**src/rtl/input_conditioner.sv**
```systemverilog
`default_nettype none
// +------------------------------------------------------------------------+
// | input_conditioner: sync, debounce, press pulse and DAS/ARR auto-repeat |
// | Revision: 1.0                                                          |
// +------------------------------------------------------------------------+
module input_conditioner #(
  parameter int         DEBOUNCE_CYCLES = 250_000,
  parameter int         DAS_CYCLES      = 4_000_000,
  parameter int         ARR_CYCLES      = 1_250_000,
  parameter logic [4:0] REPEAT_MASK     = 5'b00011
) (
  input  logic       hz100,
  input  logic       reset,
  input  logic [4:0] btn_i,
  input  logic       en_i,
  output logic [4:0] level_o,
  output logic [4:0] pulse_o
);

  localparam int DB_W    = $clog2(DEBOUNCE_CYCLES);
  localparam int RPT_MAX = (DAS_CYCLES > ARR_CYCLES) ? DAS_CYCLES : ARR_CYCLES;
  localparam int RPT_W   = $clog2(RPT_MAX);

  localparam logic [DB_W-1:0]  DB_LAST  = DB_W'(DEBOUNCE_CYCLES - 1);
  localparam logic [RPT_W-1:0] DAS_LAST = RPT_W'(DAS_CYCLES - 1);
  localparam logic [RPT_W-1:0] ARR_LAST = RPT_W'(ARR_CYCLES - 1);

  typedef enum logic [1:0] {
    RPT_IDLE   = 2'd0,
    RPT_DELAY  = 2'd1,
    RPT_REPEAT = 2'd2
  } rpt_state_e;

  logic [4:0] sync1_q, sync1_d;
  logic [4:0] sync2_q, sync2_d;
  logic [4:0] level_nxt;
  logic       lr_both;

  always_comb begin
    sync1_d = btn_i;
    sync2_d = sync1_q;
  end

  always_ff @(posedge hz100) begin
    if (reset) begin
      sync1_q <= '0;
      sync2_q <= '0;
    end else begin
      sync1_q <= sync1_d;
      sync2_q <= sync2_d;
    end
  end

  // Judged on next-cycle levels so a repeat cannot slip out on the edge where the overlap begins.
  assign lr_both = level_nxt[0] & level_nxt[1];

  for (genvar i = 0; i < 5; i++) begin : g_ch
    logic            level_q, level_d;
    logic [DB_W-1:0] db_cnt_q, db_cnt_d;
    logic            pulse_q, pulse_d;
    logic            rise;
    logic            rpt_pulse;

    always_comb begin
      level_d  = level_q;
      db_cnt_d = '0;
      if (sync2_q[i] != level_q) begin
        if (db_cnt_q == DB_LAST) begin
          level_d = ~level_q;
        end else begin
          db_cnt_d = db_cnt_q + DB_W'(1);
        end
      end
    end

    assign rise         = level_d & ~level_q;
    assign level_nxt[i] = level_d;

    if (REPEAT_MASK[i]) begin : g_rpt
      rpt_state_e       state_q, state_d;
      logic [RPT_W-1:0] cnt_q, cnt_d;

      always_comb begin
        state_d   = state_q;
        cnt_d     = cnt_q;
        rpt_pulse = 1'b0;
        if (!level_d || !en_i || lr_both) begin
          state_d = RPT_IDLE;
          cnt_d   = '0;
        end else begin
          case (state_q)
            RPT_IDLE: begin
              if (rise) begin
                state_d = RPT_DELAY;
                cnt_d   = '0;
              end
            end
            RPT_DELAY: begin
              if (cnt_q == DAS_LAST) begin
                rpt_pulse = 1'b1;
                state_d   = RPT_REPEAT;
                cnt_d     = '0;
              end else begin
                cnt_d = cnt_q + RPT_W'(1);
              end
            end
            RPT_REPEAT: begin
              if (cnt_q == ARR_LAST) begin
                rpt_pulse = 1'b1;
                cnt_d     = '0;
              end else begin
                cnt_d = cnt_q + RPT_W'(1);
              end
            end
            default: begin
              state_d = RPT_IDLE;
              cnt_d   = '0;
            end
          endcase
        end
      end

      always_ff @(posedge hz100) begin
        if (reset) begin
          state_q <= RPT_IDLE;
          cnt_q   <= '0;
        end else begin
          state_q <= state_d;
          cnt_q   <= cnt_d;
        end
      end
    end else begin : g_no_rpt
      assign rpt_pulse = 1'b0;
    end

    assign pulse_d = (rise & en_i) | rpt_pulse;

    always_ff @(posedge hz100) begin
      if (reset) begin
        level_q  <= 1'b0;
        db_cnt_q <= '0;
        pulse_q  <= 1'b0;
      end else begin
        level_q  <= level_d;
        db_cnt_q <= db_cnt_d;
        pulse_q  <= pulse_d;
      end
    end

    assign level_o[i] = level_q;
    assign pulse_o[i] = pulse_q;
  end

endmodule
`default_nettype wire

```
**config.mk**
```make
export PLATFORM = sky130hd
export DESIGN_NAME = input_conditioner
export DESIGN_NICKNAME = d
export VERILOG_FILES = /design/src/rtl/input_conditioner.sv
export SDC_FILE = /design/constraint.sdc
export NUM_CORES = 1
export LEC_CHECK = 0
export CORE_MARGIN = 2
export CORE_UTILIZATION = 55
export DETAILED_ROUTE_END_ITERATION = 10
export PLACE_DENSITY = 0.72
export SLEW_MARGIN = 15
export SYNTH_ARGS = -nofsm -noshare
export SYNTH_HDL_FRONTEND = slang
export SYNTH_SLANG_ARGS = --single-unit
```
**constraint.sdc**
```tcl
create_clock -name hz100 -period 2.4 [get_ports hz100]
set_input_delay 0.48 -clock hz100 [delete_from_list [all_inputs] [get_ports hz100]]
set_output_delay 0.48 -clock hz100 [all_outputs]
set_load 0.02 [all_outputs]
```
==> impl_metrics.py <==
metrics = {
    "clock_network": {
        "clk_path_buf_depth": 2,
        "ctsResizeCount": 0,
        "clk-insertion-delay-late_ns": 0.43,
        "numCtsBuffers": 17,
        "cts.sink_count": 158,
        "hold_buffers": 0,
        "clk_pin_slew_ns": 0.06,
        "cts-root-buf": "clkbuf_16",
        "htreeDepth": 4,
        "cts_setup_buffers": 0,
        "cts_tree": "done",
    },
    "synthesis": {
        "ys.flop_type": "dfxtp_1",
        "synthXorXnorAreaFrac_pct": 14.75,
        "synth.distinct_cells": 57,
        "syn_area_mm2": 0.007243,
        "syn_inst": 832,
        "synth.net_count": 854,
        "synthTopCellsByArea": "dfxtp_1, nor2_1, xor2_1",
        "yosysTopAreaCellShare_pct": 43.67,
        "ys_seq_area_share_pct": 43.67,
        "async_reset_ff_share_pct": 0,
        "synth_mux_area_share_pct": 0.9846,
        "ys_ff_latch": 158,
        "synth_edf_count": 0,
        "synth_common_cells": "nor2_1, dfxtp_1, xor2_1, nand2_1, xnor2_1",
        "syn_area_per_cell_um2": 8.706,
        "synth_top_family_by_area": "simple AND/OR/NAND/NOR gates",
        "synth_compound_area_share_pct": 3.386,
        "synth_fa_ha_area_share_pct": 2.418,
        "synth.largest_area_cell": "dfxtp_1",
        "synth_warnings": 0,
        "synth_most_common_cell": "nor2_1",
        "synthSimpleGateAreaFrac_pct": 31.04,
    },
    "critical_path": {
        "crit_path_frequent_cell": "and3_1",
        "crit_path_max_fanout": 22,
        "critPathArrivalTime_ns": 2.61,
        "endpoint_kind": "flop",
        "critical_path_buf_inv_count": 1,
        "crit_type": "flop to flop",
        "startpoint_type": "flop",
        "crit_chain": "ha_1 -> and3_1 -> and3_1 -> nand2_1 -> mux2_2 -> a2111o_1 -> buf_12 -> nor2_1",
        "cp_slowest_stage_delay_ns": 0.41,
        "critical-path-top-delay-family": "simple AND/OR/NAND/NOR gates",
        "crit_slowest_cell": "mux2_2",
        "crit_required_ns": 2.75,
    },
    "layout": {
        "fin_util_pct": 64.22,
        "finalNetCount": 870,
        "drive_above_1_share_pct": 7.201,
        "final_cells": 1033,
        "area_delta_synth_final_pct": 12.80,
        "diodes": 0,
    },
    "grt": {
        "antenna_found_initial": 0,
        "grt_pass1_wl_um": 24340,
        "grt_usage_pct": 20.92,
        "grt_max_degree": 25,
        "first_global_vias": 5530,
        "overflow": 0,
    },
    "timing": {
        "setup_viol_count_final": 0,
        "worst_pin_slew_ns": 0.5906,
        "clock_skew_ns": 0.02065,
        "slew_violations": 0,
        "min_period_ns": 2.258,
        "rsz0062_at_grt": "no",
        "fmaxAchievable_mhz": 442.9,
        "hold_viol": 0,
        "period_share_pct": 94.08,
        "slew_headroom_pct": 60.63,
        "tns_ns": 0,
    },
    "power_and_ir_drop": {
        "vdd_drop_max_mv": 0.4938,
        "p_leak_uw": 0.002524,
        "p_per_area_mw_per_mm2": 649.3,
    },
    "die": {
        "design.portCount": 18,
        "core_mm2": 0.01272,
        "die-height_um": 118.8,
        "dieArea_mm2": 0.01410,
        "fp-row-count": 41,
        "die_w_um": 118.8,
        "start_util_pct": 56.93,
    },
    "detailed_routing": {
        "drc": 0,
        "drtIter0Drc": 333,
        "via_count": 5601,
        "routed_via_density": 5.422,
        "ant_nets": 0,
        "drt_first_pass_iters": 5,
        "wirelength_um": 13920,
        "wl_per_cell_um": 13.48,
    },
    "place": {
        "gp_congestion": 0.8367,
        "hpwl_um": 9834,
        "place_inst": 1001,
        "portBuffers": 17,
    },
    "worst_hold_path": {
        "worstHoldPathType": "flop to flop",
    },
    "status": {
        "outcome": "completed",
    },
    "run": {
        "drv_cap": 0,
    },
}
==> layout by cell type (no fill, tap or decap), types with 3 or more instances in the layout <==
master	count
mux2i_1	6
or4_1	9
clkdlybuf4s50_1	17
buf_12	4
inv_1	24
buf_4	9
nand2_1	60
nand3_1	41
nand4_1	41
clkinv_4	5
and4_1	3
nor3_1	16
nor2b_1	17
nor4_1	14
nor4b_1	12
clkbuf_16	17
nor2_2	3
xnor2_1	58
nand4b_1	4
or3_1	8
nor2_1	171
nand2b_1	6
xor2_1	64
a31oi_1	3
and3_1	20
ha_1	14
o21ai_0	5
a21oi_1	7
clkinv_2	3
dfxtp_1	158
==> power breakdown <==
| group | total, uW | switching (uW) | internal [uW] |
|---|---|---|---|
| clock network | 2620 | 1080 | 1530 |
| registers | 2640 | 5.22 | 2630 |
| logic | 51.9 | 28.4 | 23.5 |
| total | 5310 | 1120 | 4190 |
==> cell families after synthesis <==
logic type      Yosys count
xor+xnor                122
flops                   158
simple gates            443
buf+inv                  57
fa+ha+maj                14
mux                       7
compound gates           31
==> cell type report <==
| type | count | area, um^2 |
|---|---|---|
| fill | 1120 | 4552 |
| clock inverter | 13 | 142.6 |
| tap | 172 | 215.2 |
| multi-input combinational | 617 | 3809 |
| clock buffer | 19 | 432.9 |
| timing repair buffer | 30 | 317.8 |
| sequential | 158 | 3163 |
| inverter | 24 | 90.09 |
==> routing by layer <==
layer | up-vias | GRT usage, % | part of all wire (%)
met5 | - | 0 | 0
met4 | 0 | 8.929 | 1.3
met3 | 16 | 5.357 | 3.9
met2 | 101 | 34.77 | 50
met1 | 2633 | 25.61 | 45
li1 | 2851 | - | -
==> worst register-to-register path, stage by stage, from the launching register on <==
cell	delay (ns)
dfxtp_1	0.32
ha_1	0.25
and3_1	0.26
and3_1	0.18
nand2_1	0.14
mux2_2	0.41
a2111o_1	0.34
buf_12	0.17
nor2_1	0.12
==> flip-flops by register name, indices dropped and copies added (netlist names) <==
signal / cells
g_ch.level_q: 5
g_ch.pulse_q: 5
sync2_q: 5
sync1_q: 5
g_ch.g_rpt.cnt_q: 44
g_ch.db_cnt_q: 90
g_ch.g_rpt.state_q: 4
==> metrics by stage <==
stage	total power, uW	setup WS [ns]	hold WS, ns	instance area (um^2)
finish	5305	0.1421	0.4439	8170
global route	5482	0.01345	0.4656	8170
CTS	5355	0.04047	0.4435	8170
detailed placement	2749	0.05190	0.4350	7595
global placement	2748	0.1424	0.4215	7595
floorplan	2724	0.1545	0.4132	7243
==> worst paths after layout <==
kind                       startpoint                       to  slack (ns)  cells after the start
hold / removal             sync1_q[2]               sync2_q[2]        0.44                      1
setup / recovery  g_ch[1].db_cnt_q[0]  g_ch[0].g_rpt.cnt_q[12]        0.14                      8
setup reg to reg  g_ch[1].db_cnt_q[0]  g_ch[0].g_rpt.cnt_q[12]        0.14                      8
hold reg to reg            sync1_q[2]               sync2_q[2]        0.44                      1
Power figures use the tool's default switching activity.
